**src/rtl/ahb_bridge_arbiter_if.sv**
```systemverilog
// Purpose: request/grant bundle between up to eight AHB masters and the bridge arbiter.
// Latency: none; this is a wiring bundle only.
// Backpressure: hready from the bridge stalls every arbitration decision carried here.
//
// Signals:
//   hbusreq, hlock  per-master bus / locked-access requests
//   htrans          per-master htrans, master i in bits [2i+1:2i]
//   hready          transfer-complete from the bridge (hr_readyout)
//   hgrant          one-hot grant
//   hmaster         address-phase owner index
//   hmaster_data    data-phase owner index (hwdata mux select)
//   hmastlock       current address phase is locked
// The slave modport is the arbiter's view; the master modport is the requester side.
interface ahb_bridge_arbiter_if #(
    parameter int NUM_MASTERS = 4
);
    logic [NUM_MASTERS-1:0]   hbusreq;
    logic [NUM_MASTERS-1:0]   hlock;
    logic [2*NUM_MASTERS-1:0] htrans;
    logic                     hready;
    logic [NUM_MASTERS-1:0]   hgrant;
    logic [2:0]               hmaster;
    logic [2:0]               hmaster_data;
    logic                     hmastlock;

    modport slave (
        input  hbusreq, hlock, htrans, hready,
        output hgrant, hmaster, hmaster_data, hmastlock
    );

    modport master (
        output hbusreq, hlock, htrans, hready,
        input  hgrant, hmaster, hmaster_data, hmastlock
    );
endinterface

```
**src/rtl/ahb_bridge_arbiter.sv**
```systemverilog
// Purpose: round-robin arbiter sharing the AHB-to-APB bridge slave port among masters.
// Latency: request to hgrant/hmaster in 1 cycle when parked or released; all outputs registered.
// Backpressure: hready low freezes grant, owner indices, lock flag, beat count and state.
//
// Ports:
//   hclk     clock, all state on rising edge
//   hresetn  asynchronous active-low reset
//   bus      ahb_bridge_arbiter_if.slave (hbusreq, hlock, htrans, hready in;
//            hgrant, hmaster, hmaster_data, hmastlock out)
module ahb_bridge_arbiter #(
    parameter int NUM_MASTERS    = 4,
    parameter int MAX_BEATS      = 8,
    parameter int DEFAULT_MASTER = 0
) (
    input  logic                  hclk,
    input  logic                  hresetn,
    ahb_bridge_arbiter_if.slave   bus
);

    typedef enum logic [1:0] {
        ST_PARK = 2'd0,
        ST_OWN  = 2'd1,
        ST_LOCK = 2'd2
    } state_t;

    localparam logic [2:0] DEF_IDX  = 3'(DEFAULT_MASTER);
    localparam logic [1:0] TR_IDLE  = 2'b00;
    localparam logic [1:0] TR_NSEQ  = 2'b10;

    state_t                 state_q, state_d;
    logic [2:0]             master_q, master_d;
    logic [2:0]             master_data_q, master_data_d;
    logic                   mastlock_q, mastlock_d;
    logic [NUM_MASTERS-1:0] grant_q, grant_d;
    logic [7:0]             beat_cnt, beat_cnt_d;

    // Requests widened to the full 3-bit index space so the owner index can
    // select a bit directly; bits at or above NUM_MASTERS read as zero.
    logic [7:0]  req_ext;
    logic [7:0]  lock_ext;
    logic [15:0] trans_ext;
    logic [1:0]  owner_trans;
    logic        beat;
    logic        others_req;
    logic [8:0]  beats_incl;
    logic        cap_hit;
    logic        release_bus;
    logic        win_found;
    logic [2:0]  win_idx;
    logic [2:0]  cand;

    assign req_ext     = 8'(bus.hbusreq);
    assign lock_ext    = 8'(bus.hlock);
    assign trans_ext   = 16'(bus.htrans);
    assign owner_trans = trans_ext[{master_q, 1'b0} +: 2];
    assign beat        = owner_trans[1] & bus.hready;
    assign others_req  = |(req_ext & ~(8'd1 << master_q));
    // The cap counts the beat being accepted on this very edge.
    assign beats_incl  = {1'b0, beat_cnt} + {8'd0, beat};
    assign cap_hit     = (beats_incl >= 9'(MAX_BEATS));
    assign release_bus = !req_ext[master_q]
                       || ((owner_trans == TR_IDLE) && others_req)
                       || (cap_hit && others_req);

    // Round-robin scan owner+1 .. owner+NUM_MASTERS; walking backwards lets
    // the nearest requester overwrite farther ones, and the owner comes last.
    always_comb begin
        win_found = 1'b0;
        win_idx   = master_q;
        cand      = master_q;
        for (int k = NUM_MASTERS; k >= 1; k--) begin
            cand = 3'((int'(master_q) + k) % NUM_MASTERS);
            if (req_ext[cand]) begin
                win_found = 1'b1;
                win_idx   = cand;
            end
        end
    end

    always_comb begin
        state_d       = state_q;
        master_d      = master_q;
        master_data_d = master_data_q;
        mastlock_d    = mastlock_q;
        beat_cnt_d    = beat_cnt;
        grant_d       = grant_q;

        if (bus.hready) begin
            unique case (state_q)
                ST_PARK: begin
                    if (win_found) begin
                        master_d = win_idx;
                        state_d  = lock_ext[win_idx] ? ST_LOCK : ST_OWN;
                    end
                end
                ST_OWN: begin
                    if (lock_ext[master_q]) begin
                        state_d = ST_LOCK;
                    end else if (release_bus) begin
                        if (win_found) begin
                            master_d = win_idx;
                            state_d  = lock_ext[win_idx] ? ST_LOCK : ST_OWN;
                        end else begin
                            master_d = DEF_IDX;
                            state_d  = ST_PARK;
                        end
                    end
                end
                ST_LOCK: begin
                    // Unlock only at a sequence boundary so a locked burst is
                    // never split; the owner is kept and OWN rules take over.
                    if (!lock_ext[master_q]
                        && ((owner_trans == TR_IDLE) || (owner_trans == TR_NSEQ))) begin
                        state_d = ST_OWN;
                    end
                end
                default: begin
                    state_d  = ST_PARK;
                    master_d = DEF_IDX;
                end
            endcase

            master_data_d = master_q;
            mastlock_d    = lock_ext[master_q];

            if (master_d != master_q) begin
                beat_cnt_d = 8'd0;
            end else if (beat && (beat_cnt != 8'hFF)) begin
                beat_cnt_d = beat_cnt + 8'd1;
            end

            for (int i = 0; i < NUM_MASTERS; i++) begin
                grant_d[i] = (master_d == 3'(i));
            end
        end
    end

    always_ff @(posedge hclk or negedge hresetn) begin
        if (!hresetn) begin
            state_q       <= ST_PARK;
            master_q      <= DEF_IDX;
            master_data_q <= DEF_IDX;
            mastlock_q    <= 1'b0;
            beat_cnt      <= 8'd0;
            grant_q       <= NUM_MASTERS'(1) << DEFAULT_MASTER;
        end else begin
            state_q       <= state_d;
            master_q      <= master_d;
            master_data_q <= master_data_d;
            mastlock_q    <= mastlock_d;
            beat_cnt      <= beat_cnt_d;
            grant_q       <= grant_d;
        end
    end

    assign bus.hgrant       = grant_q;
    assign bus.hmaster      = master_q;
    assign bus.hmaster_data = master_data_q;
    assign bus.hmastlock    = mastlock_q;

endmodule

```
**src/flat_wrapper.sv**
```systemverilog
// flat-port wrapper written by rule: the top's interface ports become plain ports
module ahb_bridge_arbiter_flat 
#(
    parameter int NUM_MASTERS    = 4,
    parameter int MAX_BEATS      = 8,
    parameter int DEFAULT_MASTER = 0
)
  (hclk, hresetn, bus_hbusreq, bus_hlock, bus_htrans, bus_hready, bus_hgrant, bus_hmaster, bus_hmaster_data, bus_hmastlock);
  ahb_bridge_arbiter_if #(.NUM_MASTERS(NUM_MASTERS)) bus_i ();
  input  logic hclk;
  input  logic hresetn;
  input wire logic [$bits(bus_i.hbusreq)-1:0] bus_hbusreq;
  input wire logic [$bits(bus_i.hlock)-1:0] bus_hlock;
  input wire logic [$bits(bus_i.htrans)-1:0] bus_htrans;
  input wire logic [$bits(bus_i.hready)-1:0] bus_hready;
  output wire logic [$bits(bus_i.hgrant)-1:0] bus_hgrant;
  output wire logic [$bits(bus_i.hmaster)-1:0] bus_hmaster;
  output wire logic [$bits(bus_i.hmaster_data)-1:0] bus_hmaster_data;
  output wire logic [$bits(bus_i.hmastlock)-1:0] bus_hmastlock;
  assign bus_i.hbusreq = bus_hbusreq;
  assign bus_i.hlock = bus_hlock;
  assign bus_i.htrans = bus_htrans;
  assign bus_i.hready = bus_hready;
  assign bus_hgrant = bus_i.hgrant;
  assign bus_hmaster = bus_i.hmaster;
  assign bus_hmaster_data = bus_i.hmaster_data;
  assign bus_hmastlock = bus_i.hmastlock;
  ahb_bridge_arbiter #(.NUM_MASTERS(NUM_MASTERS), .MAX_BEATS(MAX_BEATS), .DEFAULT_MASTER(DEFAULT_MASTER)) u_core (.hclk(hclk), .hresetn(hresetn), .bus(bus_i));
endmodule
```
**config.mk**
```make
export PLATFORM = sky130hd
export DESIGN_NAME = ahb_bridge_arbiter_flat
export DESIGN_NICKNAME = d
export VERILOG_FILES = /design/src/rtl/ahb_bridge_arbiter_if.sv /design/src/rtl/ahb_bridge_arbiter.sv /design/src/flat_wrapper.sv
export SDC_FILE = /design/constraint.sdc
export NUM_CORES = 1
export LEC_CHECK = 0
export BUFFER_PORTS_ARGS = -buffer_cell sky130_fd_sc_hd__clkbuf_2
export CAP_MARGIN = 10
export CORE_UTILIZATION = 60
export DETAILED_ROUTE_END_ITERATION = 10
export GPL_ROUTABILITY_DRIVEN = 0
export PLACE_DENSITY = 0.85
export REMOVE_ABC_BUFFERS = 1
export SKIP_CTS_REPAIR_TIMING = 1
export SYNTH_ARGS = -nofsm -noshare
export SYNTH_HDL_FRONTEND = slang
export SYNTH_SLANG_ARGS = --single-unit
```
**constraint.sdc**
```tcl
create_clock -name hclk -period 7.2 [get_ports hclk]
set_input_delay 0.36 -clock hclk [delete_from_list [all_inputs] [get_ports hclk]]
set_output_delay 0.36 -clock hclk [all_outputs]
set_load 0.05 [all_outputs]
```
==> metrics.yaml <==
outcome: "finished, violations left"
violations: "hold timing"
synth_area_leaders: "dfrtp_1 29%, mux4_2 6.5%, ha_1 5.0%"
vias_per_cell: 6.57
period_needed_ns: 3.51
slew_violations: 0
hp-class: "input pin to async pin"
cts_tree: "done"
antennaDiodeCount: 0
worst_slew_pin_slew_ns: 0.704
yosys.area.top_type: "dfrtp_1"
cp.buffers_inverters: 0
ys_ff_latch: 21
clk_latency_ns: 0.31
fin_hold_ws_ns: -0.00562
clk_path_buf_depth: 2
yosysSeqAreaShare_pct: 30.2
grt_overflow: 0
worstSetupPathType: "flop to flop"
synth_area_mm2: 0.00174
p_leak_nw: 0.856
fmax_mhz: 285
initial_utilization_pct: 63.2
die_x_um: 55.9
grt_first_pass_wirelength_um: 6790
dpl.hpwl_um: 3010
slowest_stage: "dfrtp_1"
wl_per_cell_um: 16.6
core_area_mm2: 0.00276
synth_ff_type: "dfrtp_1"
initialDrtViolationCount: 107
relSlewSlack_pct: 53.1
via_count: 1571
drc: 0
grt_setup_unrepaired: "false"
tns_ns: 0
finalHoldViolCount: 8
ir_drop_mv: 0.338
io_buffers: 29
fill_cells: 218
cap_viol_max_count: 0
period_share_pct: 48.7
drtAntennaViolNets: 0
grt_max_degree: 22
ys_types: 54
clk_pin_slew_ns: 0.11
cts_num_sinks: 21
routed_wl_um: 3960
cp-end-kind: "flop"
cts.htree.levels: 1
critPathMaxStageDelay_ns: 0.82
yosys_warnings: 0
powerDensity_mw_per_mm2: 432
drt_first_pass_iters: 4
synthArstFlopShare_pct: 100
grt_usage_pct: 27.8
fp.dieH_um: 55.9
r2r_setup_slack_ns: 3.69
syn_inst: 186
ios: 30
syn_to_final_growth_pct: 8.32
root_buffer: "clkbuf_4"
nNetsFinal: 235
skew_ns: 0.00150
fp.dieArea_mm2: 0.00313
antenna_found_initial: 0
numCtsBuffers: 3
crit_family: "multiplexers"
rows: 19
avgSynthCellArea_um2: 9.38
drive_gt1_share_pct: 26.4
critPathMostFrequentCell: "ha_1"
cp_cell_sequence: "mux4_2 -> and2_1 -> ha_1 -> ha_1 -> nand2b_1 -> mux2i_1 -> nand4_1 -> a311oi_1 -> nor2_1 -> o22a_1 -> a32o_1"
start_kind: "flop"
synth-edff-count: 0
grt_pass1_vias: 1418
yosysTopAreaCellShare_pct: 28.7
path_max_fanout: 18
report.final.setup_viol: 0
cp.arrival_ns: 3.71
crit_required_ns: 7.41
-- stage by stage --
step	util (%)	setup slack, ns	cell area, um^2	total power, W	instances
2_1_floorplan	-	3.81	1680	0.000637	175
3_3_place_gp	67.5	3.92	1860	0.000733	235
3_5_place_dp	67.5	3.74	1860	0.000756	235
4_1_cts	68.5	3.71	1890	0.000814	239
5_1_grt	68.5	3.51	1890	0.000880	239
6_report	68.5	3.69	1890	0.000817	239
-- flip-flops by register name, indices dropped and copies added, names as in the netlist --
register                 flops
u_core.bus.hmaster_data      3
u_core.bus.hgrant            4
u_core.bus.hmaster           3
u_core.bus.hmastlock         1
u_core.beat_cnt              8
u_core.state_q               2
-- cells in the mapped netlist (all sizes together), types with 2 or more instances --
master	n
nor3	4
and2	2
dfrtp	20
or2	4
a21o	3
and4	2
a22oi	3
clkbuf	5
o21ai	7
and3	2
o22ai	3
a21oi	9
nor2	14
nand2	9
nand2b	8
ha	7
mux4	5
inv	9
nor4	2
mux2	7
or3	2
a21boi	3
o211ai	3
o22a	2
o2111ai	3
o211a	2
nand3	10
a32oi	2
buf	6
mux2i	6
nor2b	4
a32o	4
-- layer usage --
layer,wire length [um],GRT usage [%],part of all wire (%)
met5,0,0,0
met4,57,8.01,1.4
met3,227,4.88,5.7
met2,1860,43.0,47
met1,1810,40.3,46
-- cell type report --
class / instances / area, um^2 / area share [%]
clock buffer: 3 / 22.5 / 1.19
clock inverter: 1 / 5.00 / 0.265
inverter: 10 / 37.5 / 1.99
multi-input combinational: 144 / 1110 / 58.9
sequential: 21 / 527 / 27.9
tap: 31 / 38.8 / 2.05
timing repair buffer: 29 / 145 / 7.68
-- path summary, 6_finish.rpt --
kind | cells after the start | startpoint | endpoint
max in group asynchronous | 1 | hresetn | u_core.bus.hgrant[0]
hold reg to reg | 1 | u_core.bus.hgrant[2] | u_core.bus.hgrant[2]
setup / recovery | 11 | u_core.bus.hmaster[0] | u_core.bus.hgrant[1]
hold / removal | 1 | hresetn | u_core.state_q[0]
setup reg to reg | 11 | u_core.bus.hmaster[0] | u_core.bus.hgrant[1]
min in group hclk | 2 | bus_hready | u_core.bus.hmaster[0]
-- cells by family after synthesis --
| family | after synthesis | synth area share, % |
|---|---|---|
| adders and majority gates | 7 | 5.02 |
| buffers and inverters | 21 | 5.95 |
| muxes | 18 | 14.4 |
| AOI/OAI and AO/OA | 54 | 24.0 |
| and+or+nand+nor | 65 | 20.4 |
| DFF | 21 | 30.2 |
-- cells in the final DEF (no fill, tap or decap), types with 7 or more instances in the layout --
cell      synthesis  layout
nor2_1           14      14
dfrtp_1          20      20
ha_1              7       7
nand2b_1          8       8
nand3_1          10      10
a21oi_1           9       9
mux2_2            7       7
clkbuf_2          0      29
inv_1             9       9
nand2_1           9       9
-- report_power, final --
part	internal [W]	switching [W]
Clock	0.0000208	0.0000358
Sequential	0.000157	0.0000701
Combinational	0.000215	0.000318
Total	0.000393	0.000424
(Power assumes the default switching activity.)
